### src/rtl/clock_pkg.sv
// Shared constants and BCD helpers for the clock-datapath counters.
package clock_pkg;

    localparam int BCD_W      = 4;
    localparam int MAX_DIGITS = 4;
    localparam int MAX_BCD_W  = BCD_W * MAX_DIGITS;

    localparam int MOD_SEC  = 60;
    localparam int MOD_MIN  = 60;
    localparam int MOD_HR24 = 24;

    // Packed BCD image of a non-negative integer; only ever called on constants.
    function automatic logic [MAX_BCD_W-1:0] to_bcd(input int value);
        logic [MAX_BCD_W-1:0] result;
        int                   remain;
        result = '0;
        remain = value;
        for (int i = 0; i < MAX_DIGITS; i++) begin
            result[i*BCD_W +: BCD_W] = BCD_W'(remain % 10);
            remain = remain / 10;
        end
        return result;
    endfunction

    // True when every digit is 0..9 and the decimal value is below the modulus.
    function automatic logic bcd_valid(input logic [MAX_BCD_W-1:0] value, input int modulus);
        logic digitsOk;
        int   decimal;
        digitsOk = 1'b1;
        decimal  = 0;
        for (int i = MAX_DIGITS - 1; i >= 0; i--) begin
            if (value[i*BCD_W +: BCD_W] > 4'd9) begin
                digitsOk = 1'b0;
            end
            decimal = decimal * 10 + int'(value[i*BCD_W +: BCD_W]);
        end
        return digitsOk && (decimal < modulus);
    endfunction

endpackage

### src/rtl/bcd_digit.sv
// One BCD digit of the counter; ripple carry/borrow outputs feed the next digit's step.
module bcd_digit
    import clock_pkg::*;
(
    input  logic             i_clk,
    input  logic             i_step,
    input  logic             i_up,
    input  logic             i_load,
    input  logic [BCD_W-1:0] i_loadD,
    input  logic             i_forceZero,
    input  logic             i_forceVal,
    input  logic [BCD_W-1:0] i_forceD,
    output logic [BCD_W-1:0] o_digit,
    output logic             o_carry,
    output logic             o_borrow
);

    logic [BCD_W-1:0] r_digit;

    // Force-zero doubles as the synchronous reset path, so it outranks everything.
    always_ff @(posedge i_clk) begin
        if (i_forceZero) begin
            r_digit <= '0;
        end else if (i_forceVal) begin
            r_digit <= i_forceD;
        end else if (i_load) begin
            r_digit <= i_loadD;
        end else if (i_step) begin
            if (i_up) begin
                r_digit <= (r_digit == 4'd9) ? 4'd0 : r_digit + 4'd1;
            end else begin
                r_digit <= (r_digit == 4'd0) ? 4'd9 : r_digit - 4'd1;
            end
        end
    end

    assign o_digit  = r_digit;
    assign o_carry  = i_step &  i_up & (r_digit == 4'd9);
    assign o_borrow = i_step & ~i_up & (r_digit == 4'd0);

endmodule

### src/rtl/bcd_modn_counter.sv
// Programmable-modulus BCD up/down counter with parallel load, cascade TC and invalid-load ERR.
module bcd_modn_counter
    import clock_pkg::*;
#(
    parameter int DIGITS  = 2,
    parameter int MODULUS = 60
) (
    input  logic                    CP,
    input  logic                    nCR,
    input  logic                    EN,
    input  logic                    UP,
    input  logic                    LD,
    input  logic [BCD_W*DIGITS-1:0] D,
    output logic [BCD_W*DIGITS-1:0] Cnt,
    output logic                    TC,
    output logic                    ERR
);

    localparam int                   W       = BCD_W * DIGITS;
    localparam logic [MAX_BCD_W-1:0] MAX_BCD = to_bcd(MODULUS - 1);

    if (DIGITS < 1 || DIGITS > MAX_DIGITS) begin : g_badDigits
        $error("bcd_modn_counter: DIGITS must be 1..4");
    end
    if (MODULUS < 2 || MODULUS > 10**DIGITS) begin : g_badModulus
        $error("bcd_modn_counter: MODULUS must be 2..10**DIGITS");
    end

    logic [MAX_BCD_W-1:0] w_dExt;
    logic                 w_loadOk;
    logic                 w_atMax;
    logic                 w_countEn;
    logic                 w_forceZero;
    logic                 w_forceVal;
    logic                 w_load;
    logic [DIGITS:0]      w_step;
    logic                 r_err;

    always_comb begin
        w_dExt        = '0;
        w_dExt[W-1:0] = D;
    end

    assign w_loadOk  = bcd_valid(w_dExt, MODULUS);
    assign w_atMax   = (Cnt == MAX_BCD[W-1:0]);
    assign w_countEn = nCR & ~LD & EN;

    // A borrow rippling out of the top digit means every digit was zero, i.e. the down-wrap point.
    assign TC = UP ? (w_countEn & w_atMax) : w_step[DIGITS];

    assign w_forceZero = ~nCR | (TC & UP);
    assign w_forceVal  = TC & ~UP;
    assign w_load      = nCR & LD & w_loadOk;
    assign w_step[0]   = w_countEn;

    for (genvar g = 0; g < DIGITS; g++) begin : g_digit
        logic w_carry;
        logic w_borrow;

        bcd_digit u_digit (
            .i_clk       (CP),
            .i_step      (w_step[g]),
            .i_up        (UP),
            .i_load      (w_load),
            .i_loadD     (D[g*BCD_W +: BCD_W]),
            .i_forceZero (w_forceZero),
            .i_forceVal  (w_forceVal),
            .i_forceD    (MAX_BCD[g*BCD_W +: BCD_W]),
            .o_digit     (Cnt[g*BCD_W +: BCD_W]),
            .o_carry     (w_carry),
            .o_borrow    (w_borrow)
        );

        assign w_step[g+1] = w_carry | w_borrow;
    end

    always_ff @(posedge CP) begin
        if (!nCR) begin
            r_err <= 1'b0;
        end else begin
            r_err <= LD & ~w_loadOk;
        end
    end

    assign ERR = r_err;

endmodule
### config.mk
export PLATFORM = sky130hd
export DESIGN_NAME = bcd_modn_counter
export DESIGN_NICKNAME = d
export VERILOG_FILES = /design/src/rtl/clock_pkg.sv /design/src/rtl/bcd_digit.sv /design/src/rtl/bcd_modn_counter.sv
export SDC_FILE = /design/constraint.sdc
export NUM_CORES = 1
export LEC_CHECK = 0
export CORE_ASPECT_RATIO = 1.5
export CORE_MARGIN = 4
export CORE_UTILIZATION = 35
export DETAILED_ROUTE_END_ITERATION = 10
export GPL_TIMING_DRIVEN = 0
export PLACE_DENSITY = 0.63
export SYNTH_ARGS = -nofsm -noshare
export SYNTH_HDL_FRONTEND = slang
export SYNTH_SLANG_ARGS = --single-unit
### constraint.sdc
create_clock -name CP -period 4.84 [get_ports CP]
set_input_delay 0.484 -clock CP [delete_from_list [all_inputs] [get_ports CP]]
set_output_delay 0.484 -clock CP [all_outputs]
set_load 0.01 [all_outputs]
==> run_results.csv <==
group,metric,value,unit
routing,drtAntennaViolNets,0,
yosys,yosysUniqueCellTypes,50,
clock_tree,cts.path.max_buffers,2,
clock_tree,cts_resized,0,
cells_and_area,register_area,180,um^2
power_and_ir_drop,power.internal,0.188,mW
grt,overflow,0,
clock_tree,clock_latency,0.23,ns
worst_setup_path,worstPathMaxFanout,6,
die,die_w,52.8,um
worst_setup_path,max_stage_delay,0.60,ns
sta,drv_slew,0,
yosys,ys_ff_latch,9,
clock_tree,holdBufCountCts,0,
worst_setup_path,worstPathRequired,4.95,ns
routing,firstDrtPassIters,4,
worst_setup_path,reg2reg_depth,4,
worst_setup_path,path_buf_inv,1,
grt,grt_first_pass_wirelength,4680,um
power_and_ir_drop,vdd.ir_drop.worst,112,uV
power_and_ir_drop,p_sw_share,33.4,%
cells_and_area,mostFrequentLayoutCells,"clkdlybuf4s50_1 (22), a21oi_1 (13)",
yosys,synth_area,1050,um^2
cells_and_area,utilization,47.0,%
place,gp_congestion,0.761,
routing,via_per_inst,5.69,
grt,grtUsageTotal,15.4,%
yosys,syn_nets,161,
sta,worstMarginPinSlew,0.786,ns
die,io_pins,23,
routing,dr.first_iter.drc_count,40,
cells_and_area,mostFrequentLayoutCell,"clkdlybuf4s50_1",
die,die_y,75.2,um
routing,drc_errors,0,
clock_tree,ctsHtreeMaxLevel,1,
yosys,netlist.area_leader.share,17.1,%
cells_and_area,multi_input_area,820,um^2
die,std_cell_rows,24,
grt,grt_start_max_net_pins,11,
yosys,ys_warn_count,0,
yosys,netlist_instances,140,
worst_setup_path,r2r-start,"g_digit[0].u_digit.o_digit[0]",
yosys,synth-main-ff-cell,"dfxtp_1",
min_path,hold_path.startpoint,"g_digit[0].u_digit.o_digit[2]",
clock_tree,clockRootBuffer,"clkbuf_8",
worst_setup_path,cpMaxStageDelayCell,"clkdlybuf4s50_1",
yosys,synth_edf_count,0,
worst_setup_path,crit_type,"input pin to flip-flop",
min_path,hp-class,"flip-flop to flip-flop",
power_and_ir_drop,power.share.sequential,29.4,%
min_path,min_delay_path_depth,2,
cells_and_area,drive_gt1_share,6.02,%
sta,slew_headroom,46.9,%
clock_tree,cts.sinks,9,
sta,timing.final.crit_share,75.5,%
worst_setup_path,startpoint_type,"input pin",
place,port_buffers,22,
clock_tree,path_clk_slew,0.04,ns
yosys,netlist_top_cells_area,"dfxtp_1 (17%), ha_1 (7.1%), a21oi_1 (6.2%), o21ai_0 (4.3%), fa_1 (3.8%)",
sta,final.min_clock_period,3.65,ns
yosys,syn_avg_cell_area,7.53,um^2
clock_tree,cts_buffers,3,
sta,finalSetupTns,0,ns
sta,rsz0062_at_grt,"false",
die,die_area,3970,um^2
routing,wire_per_inst,13.7,um
power_and_ir_drop,p_per_area,207,nW/um^2
run_status,status,"completed",
cells_and_area,area.growth.synth_to_final,29.8,%
yosys,yosys.area.top_type,"dfxtp_1",
sta,max_freq,274,MHz
clock_tree,cts_tree,"built",
worst_setup_path,crit_arrival,3.77,ns
grt,antenna_found_initial,0,
cells_and_area,diodes,0,
power_and_ir_drop,comb_power_share,39.8,%
worst_setup_path,critPathTopFamily,"compound AO/OA/AOI/OAI gates",
yosys,synth-seq-area-share,17.1,%
worst_setup_path,crit_top_cell,"ha_1",
yosys,async_reset_ff_share,0,%
power_and_ir_drop,p_leak,0.461,nW
die,core-area,2910,um^2
worst_setup_path,r2r_end,"g_digit[0].u_digit.o_digit[1]",
min_path,min_to,"g_digit[0].u_digit.o_digit[2]",
job,cap_violations,0,
sta,hold_violations,0,
power_and_ir_drop,p_switching,0.0944,mW
routing,via_count,1167,
worst_setup_path,rrSetupSlack,2.84,ns
sta,skew,0.000891,ns
die,start_util,36.2,%
place,hpwl,2270,um
grt,grt_pass1_vias,1064,
power_and_ir_drop,clkPwrFrac,30.8,%
clock_tree,postCtsSetupRepairBufs,0,
routing,wirelength,2810,um
worst_setup_path,crit_path_end_kind,"flip-flop",
cells_and_area,nNetsFinal,188,
worst_setup_path,crit_chain,"clkdlybuf4s50_1 -> ha_1 -> ha_1 -> fa_1 -> xnor2_1 -> a31oi_1 -> or3b_4 -> a2111oi_4 -> nand2_1 -> o311a_1",
sta,finalSetupViolCount,0,
cells_and_area,n_fill_cell,314,
## power groups by stage
stage	Sequential [mW]	Combinational, mW	Clock [mW]
2_1_floorplan	0.0859	0.0714	0
3_3_place_gp	0.0841	0.110	0
3_5_place_dp	0.0844	0.113	0
4_1_cts	0.0831	0.113	0.0869
5_1_grt	0.0840	0.125	0.0902
6_report	0.0831	0.113	0.0870
## worst reg2reg max path, cell delays in order (launching register included)
cell	delay [ns]
dfxtp_1	0.33
or2_2	0.34
or4_2	0.59
o21ai_0	0.47
nor3_1	0.13
## area by class of cell
class,count,share of cell area (%)
buffer,9,2.93
clock buffer,4,3.29
inverter,4,1.10
multi-input combinational,118,59.9
sequential,9,13.2
tap,39,3.56
timing repair buffer,22,16.1
## synthesized netlist by cell type (2+ instances only)
library cell  instances
nand2b_1              2
nor4b_1               2
or3_1                 2
a31oi_1               4
nor2_1                9
xor2_1                4
o22ai_1               2
ha_1                  6
nor2b_1               3
xnor2_1               2
nor3_1                5
nand2_1               9
nand3_1               8
o21a_1                2
a21oi_1              13
dfxtp_1               9
o311a_1               2
and3_1                2
fa_1                  2
clkbuf_1              7
a211oi_1              2
o311ai_0              2
o211ai_1              3
o21ai_0               9
inv_1                 4
## layer usage
metal  global-route usage, %  up-vias  routed length [um]
li1                        -      586                   -
met5                       0        -                   0
met3                   0.396        8                 122
met1                    17.4      539                1130
met4                    9.38        0                  97
met2                    27.9       34                1460
## flip-flops by register name, indices dropped and copies added, names as in the netlist
register,flops
ERR,1
g_digit.u_digit.o_digit,8
## metrics by stage
| step | area (um^2) | instances | hold slack, ns | setup WS [ns] | power [mW] |
|---|---|---|---|---|---|
| after floorplan | 1050 | 140 | 0.615 | 1.86 | 0.157 |
| after global placement | 1320 | 201 | 0.627 | 0.990 | 0.194 |
| after detailed placement | 1320 | 201 | 0.625 | 0.928 | 0.197 |
| after CTS | 1370 | 205 | 0.631 | 1.16 | 0.283 |
| after global routing | 1370 | 205 | 0.664 | 0.939 | 0.299 |
| final | 1370 | 205 | 0.632 | 1.19 | 0.283 |
## worst max-delay path by stage
stage | from | to | depth (start not counted)
global route | D[7] | g_digit[0].u_digit.o_digit[0] | 9
global placement | D[7] | g_digit[1].u_digit.o_digit[2] | 10
floorplan | D[5] | g_digit[1].u_digit.o_digit[0] | 9
finish | D[7] | g_digit[1].u_digit.o_digit[2] | 10
detailed placement | D[7] | g_digit[1].u_digit.o_digit[2] | 9
CTS | D[7] | g_digit[1].u_digit.o_digit[2] | 10
## logic make-up (layout without fill, tap and decap cells)
group	after synthesis	count (layout)	share of synthesized area [%]
simple gates	52	52	26.8
compound gates	51	51	34.0
buf+inv	13	39	5.22
flops	9	9	17.1
fa+ha+maj	8	8	10.9
xor+xnor	6	6	4.98
mux	1	1	0.949
Power figures use the tool's default switching activity.
